File: src/rtl/uart_tx_port_pkg.sv
`default_nettype none
// ============================================================================
//  Module      : uart_tx_port_pkg
//  Description : Shared definitions for the memory-mapped UART transmitter.
//                Contains the default register addresses, the status word bit
//                positions and the 2-bit transmit FSM state encoding.
//  Revision    : 1.0 - initial release
// ============================================================================
package uart_tx_port_pkg;

  // Default bus addresses of the two UART registers
  localparam logic [31:0] TX_ADDR_DEFAULT     = 32'h1001_0024;
  localparam logic [31:0] STATUS_ADDR_DEFAULT = 32'h1001_0028;

  // Status word bit positions
  localparam int STAT_FULL     = 0;
  localparam int STAT_BUSY     = 1;
  localparam int STAT_OVERFLOW = 2;
  localparam int STAT_EMPTY    = 3;
  localparam int STAT_CNT_LSB  = 4;
  localparam int STAT_CNT_MSB  = 7;

  // Bit in a STATUS_ADDR store that clears the sticky overflow flag
  localparam int CLR_OVERFLOW_BIT = 2;

  // Transmit FSM states
  typedef enum logic [1:0] {
    TX_IDLE  = 2'd0,
    TX_START = 2'd1,
    TX_DATA  = 2'd2,
    TX_STOP  = 2'd3
  } tx_state_t;

endpackage
`default_nettype wire

File: src/rtl/uart_tx_port_fifo.sv
`default_nettype none
// ============================================================================
//  Module      : tx_fifo
//  Description : Synchronous FIFO holding bytes waiting for transmission.
//                A push is accepted only when the FIFO is not full before the
//                edge (a pop in the same cycle does not make room); a pop is
//                honoured only when not empty. Pointers wrap modulo DEPTH.
//  Ports       : clk, reset (async, active-high)
//                push/din   - write request and data
//                pop/dout   - read request and head-of-queue data
//                full/empty - occupancy flags, count - entries held
//  Revision    : 1.0 - initial release
// ============================================================================
module tx_fifo
  import uart_tx_port_pkg::*;
#(
  parameter int DEPTH = 4,
  parameter int WIDTH = 8
) (
  input  logic                     clk,
  input  logic                     reset,
  input  logic                     push,
  input  logic [WIDTH-1:0]         din,
  input  logic                     pop,
  output logic [WIDTH-1:0]         dout,
  output logic                     full,
  output logic                     empty,
  output logic [$clog2(DEPTH):0]   count
);

  localparam int PTR_W = (DEPTH > 1) ? $clog2(DEPTH) : 1;
  localparam int CNT_W = $clog2(DEPTH) + 1;

  logic [WIDTH-1:0] mem [DEPTH];
  logic [PTR_W-1:0] wr_ptr;
  logic [PTR_W-1:0] rd_ptr;
  logic             push_ok;
  logic             pop_ok;

  assign full    = (count == CNT_W'(DEPTH));
  assign empty   = (count == '0);
  assign push_ok = push && !full;
  assign pop_ok  = pop && !empty;
  assign dout    = mem[rd_ptr];

  always_ff @(posedge clk or posedge reset) begin
    if (reset) begin
      wr_ptr <= '0;
      rd_ptr <= '0;
      count  <= '0;
    end else begin
      if (push_ok) wr_ptr <= wr_ptr + 1'b1;
      if (pop_ok)  rd_ptr <= rd_ptr + 1'b1;
      case ({push_ok, pop_ok})
        2'b10:   count <= count + 1'b1;
        2'b01:   count <= count - 1'b1;
        default: count <= count;
      endcase
    end
  end

  // Storage needs no reset: entries are only read after being written
  always_ff @(posedge clk) begin
    if (push_ok) mem[wr_ptr] <= din;
  end

endmodule
`default_nettype wire

File: src/rtl/uart_tx_port.sv
`default_nettype none
// ============================================================================
//  Module      : uart_tx_port
//  Description : Memory-mapped 8N1 UART transmitter on the processor data
//                bus. Stores to TX_ADDR queue a byte; a store to STATUS_ADDR
//                with bit 2 set clears the sticky overflow flag; loads from
//                STATUS_ADDR return the status word.
//  Ports       : clk, reset (async, active-high)
//                Address/WriteData/MemWrite/MemRead - data bus
//                ReadData - status word on a STATUS_ADDR load, else 0
//                IOHit    - address decodes to one of the UART registers
//                TxD      - registered serial output, idle high
//                TxBusy   - frame in flight or bytes queued
//  Revision    : 1.0 - initial release
// ============================================================================
module uart_tx_port
  import uart_tx_port_pkg::*;
#(
  parameter int          CLKS_PER_BIT = 434,
  parameter int          FIFO_DEPTH   = 4,
  parameter logic [31:0] TX_ADDR      = TX_ADDR_DEFAULT,
  parameter logic [31:0] STATUS_ADDR  = STATUS_ADDR_DEFAULT
) (
  input  logic        clk,
  input  logic        reset,
  input  logic [31:0] Address,
  input  logic [31:0] WriteData,
  input  logic        MemWrite,
  input  logic        MemRead,
  output logic [31:0] ReadData,
  output logic        IOHit,
  output logic        TxD,
  output logic        TxBusy
);

  localparam int CNT_W  = $clog2(FIFO_DEPTH) + 1;
  localparam int BAUD_W = (CLKS_PER_BIT > 1) ? $clog2(CLKS_PER_BIT) : 1;
  localparam logic [BAUD_W-1:0] BAUD_LAST = BAUD_W'(CLKS_PER_BIT - 1);

  // Address decode
  logic tx_hit;
  logic status_hit;
  logic push_req;
  logic clear_req;

  // FIFO interface
  logic             fifo_pop;
  logic [7:0]       fifo_dout;
  logic             fifo_full;
  logic             fifo_empty;
  logic [CNT_W-1:0] fifo_count;

  // Transmitter state
  tx_state_t         state;
  logic [BAUD_W-1:0] baud_cnt;
  logic [7:0]        shift_reg;
  logic [2:0]        bit_idx;
  logic              txd_reg;
  logic              overflow;
  logic              baud_end;

  logic [31:0]       status_word;

  // Only the low byte of a TX store is transmitted
  logic unused_wdata_hi;
  assign unused_wdata_hi = ^WriteData[31:8];

  assign tx_hit     = (Address == TX_ADDR);
  assign status_hit = (Address == STATUS_ADDR);
  assign IOHit      = tx_hit || status_hit;
  assign push_req   = MemWrite && tx_hit;
  assign clear_req  = MemWrite && status_hit && WriteData[CLR_OVERFLOW_BIT];

  // IDLE takes the head byte whenever one is waiting before the edge
  assign fifo_pop = (state == TX_IDLE) && !fifo_empty;
  assign baud_end = (baud_cnt == BAUD_LAST);

  tx_fifo #(
    .DEPTH (FIFO_DEPTH),
    .WIDTH (8)
  ) u_tx_fifo (
    .clk   (clk),
    .reset (reset),
    .push  (push_req),
    .din   (WriteData[7:0]),
    .pop   (fifo_pop),
    .dout  (fifo_dout),
    .full  (fifo_full),
    .empty (fifo_empty),
    .count (fifo_count)
  );

  // Sticky overflow: a dropped push wins over a same-cycle clear
  always_ff @(posedge clk or posedge reset) begin
    if (reset) begin
      overflow <= 1'b0;
    end else if (push_req && fifo_full) begin
      overflow <= 1'b1;
    end else if (clear_req) begin
      overflow <= 1'b0;
    end
  end

  // Transmit FSM. TxD is registered from the current state, so the line
  // level trails the state by one cycle; this gives the single idle-high
  // cycle between back-to-back frames.
  always_ff @(posedge clk or posedge reset) begin
    if (reset) begin
      state     <= TX_IDLE;
      txd_reg   <= 1'b1;
      baud_cnt  <= '0;
      shift_reg <= '0;
      bit_idx   <= '0;
    end else begin
      case (state)
        TX_IDLE: begin
          txd_reg  <= 1'b1;
          baud_cnt <= '0;
          if (!fifo_empty) begin
            shift_reg <= fifo_dout;
            bit_idx   <= '0;
            state     <= TX_START;
          end
        end
        TX_START: begin
          txd_reg <= 1'b0;
          if (baud_end) begin
            baud_cnt <= '0;
            state    <= TX_DATA;
          end else begin
            baud_cnt <= baud_cnt + 1'b1;
          end
        end
        TX_DATA: begin
          txd_reg <= shift_reg[0];
          if (baud_end) begin
            baud_cnt  <= '0;
            shift_reg <= {1'b0, shift_reg[7:1]};
            bit_idx   <= bit_idx + 1'b1;
            if (bit_idx == 3'd7) state <= TX_STOP;
          end else begin
            baud_cnt <= baud_cnt + 1'b1;
          end
        end
        TX_STOP: begin
          txd_reg <= 1'b1;
          if (baud_end) begin
            baud_cnt <= '0;
            state    <= TX_IDLE;
          end else begin
            baud_cnt <= baud_cnt + 1'b1;
          end
        end
        default: begin
          txd_reg <= 1'b1;
          state   <= TX_IDLE;
        end
      endcase
    end
  end

  assign TxD    = txd_reg;
  assign TxBusy = (state != TX_IDLE) || !fifo_empty;

  always_comb begin
    status_word                             = '0;
    status_word[STAT_FULL]                  = fifo_full;
    status_word[STAT_BUSY]                  = TxBusy;
    status_word[STAT_OVERFLOW]              = overflow;
    status_word[STAT_EMPTY]                 = fifo_empty;
    status_word[STAT_CNT_MSB:STAT_CNT_LSB]  = 4'(fifo_count);
  end

  assign ReadData = (MemRead && status_hit) ? status_word : 32'h0;

endmodule
`default_nettype wire

File: config.mk
export PLATFORM = sky130hd
export DESIGN_NAME = uart_tx_port
export DESIGN_NICKNAME = d
export VERILOG_FILES = /design/src/rtl/uart_tx_port_pkg.sv /design/src/rtl/uart_tx_port_fifo.sv /design/src/rtl/uart_tx_port.sv
export SDC_FILE = /design/constraint.sdc
export NUM_CORES = 1
export LEC_CHECK = 0
export CAP_MARGIN = 15
export CELL_PAD_IN_SITES_DETAIL_PLACEMENT = 0
export CELL_PAD_IN_SITES_GLOBAL_PLACEMENT = 1
export CORE_MARGIN = 5
export CORE_UTILIZATION = 38
export CTS_BUF_LIST = sky130_fd_sc_hd__clkbuf_4 sky130_fd_sc_hd__clkbuf_8
export DETAILED_ROUTE_END_ITERATION = 12
export GPL_ROUTABILITY_DRIVEN = 1
export PLACE_DENSITY_LB_ADDON = 0.1
export SETUP_SLACK_MARGIN = 0.2
export SYNTH_ARGS = -nofsm -noshare
export SYNTH_HDL_FRONTEND = slang
export SYNTH_SLANG_ARGS = --single-unit
File: constraint.sdc
create_clock -name clk -period 2.6 [get_ports clk]
set_input_delay 0.39 -clock clk [delete_from_list [all_inputs] [get_ports clk]]
set_output_delay 0.39 -clock clk [all_outputs]
set_load 0.02 [all_outputs]
-- Word level (Yosys, flattened, before mapping)
Memory sizes are Yosys's and may differ from the RTL's.
Index checks and enable logic that the tools add are counted.
- mux-type cells: 21
- add/sub/neg operators: 6
- equality and inequality tests: 15
- reductions and logical operators: 22
- operators with widths (cell ; number):
    32-bit by 29-bit equality test with 1-bit output, second input constant ; 2
    9-bit one-hot mux with 2 select lines ; 1
    8-bit two-way mux ; 2
    8-bit one-hot mux with 2 select lines ; 1
    3-bit one-hot mux with 2 select lines ; 2
    2-bit two-way mux ; 5
    2-bit != test, second input constant ; 5
    9-bit by 1-bit adder with 9-bit output, second input constant ; 1
    9-bit equality test, second input constant ; 1
    9-bit two-way mux ; 1
    1-bit logical AND ; 8
    2-bit one-hot mux with 4 select lines ; 1
    2-bit nonzero test ; 4
    7-bit two-way mux ; 1
    3-bit by 1-bit adder with 3-bit output, second input constant ; 2
    2-bit equality test, second input constant ; 3
    3-bit equality test, second input constant ; 2
    3-bit two-way mux ; 2
    5-bit AND reduction ; 1
    2-bit by 1-bit adder with 2-bit output, second input constant ; 2
    2-bit by 1-bit equality test with 1-bit output, second input constant ; 2
    1-bit two-way mux ; 4
    3-bit logical NOT ; 1
    1-bit one-hot mux with 3 select lines ; 1
    7 further kinds ; 9
- memories kept: 1
- output and inout port bits: 35
- logic and storage cells: 74
- input bits: 68
- register bits: 31
- RAM bits: 32
- memories (memory ; depth ; bits a word ; read ports ; clocked after memory_dff ; write ports ; line ; text):
    u_tx_fifo.mem ; 4 ; 8 ; 1 ; 0 ; 1 ; uart_tx_port_fifo.sv:34 ; logic [WIDTH-1:0] mem [DEPTH];

-- Depth between registers and ports, before layout
- depth in word-level cells: 6
- depth in mapped cells: 10
- mapped depth without buffers: 10

-- Cells and area by module
A second synthesis with hierarchy kept.
- cells, all modules: 236
- area total of the unflattened synthesis: 3205.6 um2
- by module, submodules not included (module ; cells an instance ; area an instance (um2) ; sequential area each (um2) ; times used):
    uart_tx_port ; 156 ; 1609.0 ; 601.8 ; 1
    tx_fifo ; 80 ; 1596.5 ; 1136.1 ; 1

-- Worst setup path after synthesis
OpenSTA, ideal clock, no wires.
- path type: input to register
- from: input Address[13]
- to: register u_tx_fifo.count[2]
- stages on the path: 10
- data required time: 2.475 ns
- setup time: 0.125 ns
- path buffers: 0
- slack: 0.370 ns
- data arrival time: 2.104 ns
- cells stage by stage: nor4_1 > nand4_1 > nor4b_4 > inv_1 > ha_1 > inv_1 > fa_1 > xor2_1 > nor2_1 > xor2_1
- cells in the longest elaborated chain, start to end: 5
- elaborated cells between the ends (all ways): 7
- those cells by class: 3 x eq/ne; 1 x mux; 3 x reduce/logical
- ends and longest elaborated chain (element ; line ; text):
    from (decl) ; uart_tx_port.sv:26 ; input logic [31:0] Address,
    32-bit by 29-bit equality test with 1-bit output * ; uart_tx_port.sv:68 ; assign tx_hit = (Address == TX_ADDR);
    1-bit logical AND * ; uart_tx_port.sv:71 ; assign push_req = MemWrite && tx_hit;
    1-bit logical AND * ; uart_tx_port_fifo.sv:42 ; assign push_ok = push && !full;
    2-bit by 1-bit equality test with 1-bit output or 2-bit equality test (tied branches) ; uart_tx_port_fifo.sv:54 ; case ({push_ok, pop_ok})
    3-bit one-hot mux with 2 select lines or 2-bit nonzero test (tied branches) ; -- ;
    to (signal assigned) ; uart_tx_port_fifo.sv:55 ; 2'b10: count <= count + 1'b1;
    to (signal assigned) ; uart_tx_port_fifo.sv:56 ; 2'b01: count <= count - 1'b1;
    to (signal assigned) ; uart_tx_port_fifo.sv:57 ; default: count <= count;
    to (decl) ; uart_tx_port_fifo.sv:28 ; output logic [$clog2(DEPTH):0] count
Every way passes the cells marked *; elsewhere a longest branch is shown, timed or not.
A chain may end at the register's enable or synchronous reset.

-- Worst setup path after layout
- from: input Address[31]
- to: output ReadData[5]
- cells in the longest elaborated chain, start to end: 3
- ends and longest elaborated chain (element ; line ; text):
    32-bit by 29-bit equality test with 1-bit output ; uart_tx_port.sv:69 ; assign status_hit = (Address == STATUS_ADDR);
    1-bit logical AND ; uart_tx_port.sv:174 ; assign ReadData = (MemRead && status_hit) ? status_word : 32'h0;
    7-bit two-way mux ; uart_tx_port.sv:174 ;
    to (decl) ; uart_tx_port.sv:30 ; output logic [31:0] ReadData,
Every way passes these cells.

==> results.yml <==
outcome:
  status: "completed"
clocking:
  cts_buffer_depth: 2
  hold_buffers: 0
  cts_htree_levels: 3
  cts_tree: "yes"
  clk_latency_ps: 330
  numClockSinks: 63
  cts_made_buffers: 9
  cts_root_buffer: "clkbuf_8"
  clkSlewWorstSetupHoldPaths_ps: 70
worst_setup_path:
  critPathKind: "in2out"
  cp_num_cells: 7
  worstPathArrival_ps: 1960
  r2r-start: "state[0]"
  crit_path_end: "ReadData[5]"
  crit_family: "simple AND/OR/NAND/NOR gates"
  worstPathCellList: "clkdlybuf4s50_1 -> and4bb_2 -> nand4_4 -> buf_4 -> or2_4 -> nor3_2 -> buf_2"
  cpPeakStageDelay_ps: 390
  reg2reg_to: "u_tx_fifo.count[2]"
  r2r_cells: 9
  end_kind: "primary output"
  required_ps: 2210
  r2r_setup_slack_ps: 450
  crit_buf_inv: 3
  crit_start: "Address[31]"
  crit_fanout: 6
  slowest_stage: "clkdlybuf4s50_1"
  cp-start-kind: "input pin"
sta:
  rsz0062_at_grt: "yes"
  period_share_pct: 90.2
  min_period_ps: 2350
  final.setup.tns_ps: 0
  max-slew-margin-rel_pct: 57.1
  slew_violations: 0
  fmax_mhz: 426
  setup_slack_ps: 255
  tightest_slew_ps: 644
  hold_viol: 0
  skew_ps: 8.61
  setup_viol: 0
logic_synthesis:
  synth_area_mm2: 0.00325
  synth_cell_type_count: 48
  synth_edf_count: 32
  post_synth_inst_count: 242
  syn_area_per_cell_um2: 13.4
  synth_seq_cells: 63
  ys_seq_area_share_pct: 53.4
  synthArstFlopShare_pct: 49.2
  synthFlopType: "edfxtp_1"
  yosysWarningCount: 0
floorplanning:
  dieWidth_um: 103
  die_h_um: 103
  core.rowCount: 33
  io_pins: 103
  initial_core_util_pct: 39.4
  coreArea_mm2: 0.00826
  dieArea_mm2: 0.0105
layout:
  area_growth_pct: 30.0
  n_antenna_cell: 0
  mostFrequentLayoutCells: "edfxtp_1, dfrtp_1, conb_1"
  fin_nets: 398
  largest_register_ffs: 32
  final_layout_size_suffix_gt1_share_pct: 29.5
  layout_commonest_cell: "edfxtp_1"
power_and_ir_drop:
  peakVddDrop_mv: 0.299
  power.density_mw_per_mm2: 522
  p_leak_nw: 1.86
job:
  drv_cap: 0
route:
  drt_wl_total_um: 5890
  drtPass1Iterations: 4
  wl_per_cell_um: 13.9
  drc: 0
  drt_iter0_drc: 66
  dr_total_vias: 1960
  vias_per_cell: 4.62
  route.antenna.remaining_nets: 0
place:
  dp_worst_setup_slack_ps: -342
  port_buffers: 53
  place_congestion: 0.709
  place_hpwl_um: 4430
global_route:
  antenna_found_initial: 0
  grt_use_total_pct: 12.3
  grt_pass1_vias: 2056
  grt_pass1_wl_um: 9830
  gr-total-overflow: 0
  grt_max_degree: 32
min_path:
  min_path_type: "in2async"
-- stage by stage --
stage	instances	utilization, %	hold slack (ps)	power, mW	instance area (um2)
after global routing	424	51.2	470	2.31	4230
after detailed placement	404	46.9	463	1.31	3870
after CTS	422	49.6	453	2.23	4100
final	424	51.2	453	2.21	4230
after floorplan	266	-	444	1.25	3340
after global placement	404	46.9	459	1.31	3870
-- routing by layer --
metal / global-route usage (%) / up-vias / share of wire, %
met5: 0 / - / 0
met4: 3.94 / 0 / 1.2
met3: 4.60 / 9 / 6.4
met2: 19.0 / 58 / 48
met1: 15.9 / 939 / 44
li1: - / 954 / -
-- worst min path at each step --
| stage | startpoint | end | slack, ps |
|---|---|---|---|
| finish | reset | baud_cnt[4] | 450 |
| global placement | shift_reg[7] | shift_reg[7] | 460 |
| global route | reset | bit_idx[1] | 470 |
| floorplan | shift_reg[7] | shift_reg[7] | 440 |
| CTS | reset | baud_cnt[4] | 450 |
| detailed placement | shift_reg[7] | shift_reg[7] | 460 |
-- what timing repair did --
item                                    CTS  global route
endpoints found under the setup margin   11            41
resized for setup                        58            35
setup buffers                             2             2
pin swaps                                12            15
-- tightest hold or removal path, delay by kind of cell --
kind	cells	cell delay [ps]
buf+inv	3	820
-- synth_stat cells (5+ instances only) --
master / n / area share [%]
edfxtp_1: 32 / 30
dfrtp_1: 30 / 23
buf_4: 26 / 6.0
mux2_2: 16 / 5.5
ha_1: 15 / 5.8
nor2_1: 14 / 1.6
inv_1: 13 / 1.5
xnor2_1: 10 / 2.7
mux4_2: 8 / 5.5
nor3_1: 7 / 1.1
nand2_1: 6 / 0.69
nand3_1: 6 / 0.92
a22o_1: 5 / 1.3
clkbuf_1: 5 / 0.58
-- cells by family (layout without fill, tap and decap cells) --
kind of cell             after synthesis  after routing  synth area share, %
flip-flops                            63             63                 53.4
AND/OR/NAND/NOR                       63             63                 13.0
buffers and inverters                 46             99                 8.35
multiplexers                          26             26                 11.9
adder cells (fa/ha/maj)               16             16                 6.39
XOR/XNOR                              14             14                 3.77
AO/OA/AOI/OAI                         13             13                 3.12
other                                  1             25                0.115
-- power breakdown --
group / leakage [nW] / switching, mW / internal, mW / total (mW)
Combinational: 1.04 / 0.0808 / 0.0929 / 0.174
Sequential: 0.712 / 0.0204 / 1.10 / 1.12
Clock: 0.106 / 0.371 / 0.547 / 0.918
Total: 1.86 / 0.472 / 1.74 / 2.21
-- final cells by class --
cell class | count | area, um2
multi-input cells | 157 | 1430
inverters | 14 | 52.6
clock buffers | 10 | 131
well taps | 105 | 131
repair buffers | 69 | 658
clock inverters | 6 | 85.1
fillers | 731 | 4030
flip-flops and latches | 63 | 1740
(Power assumes the default switching activity.)
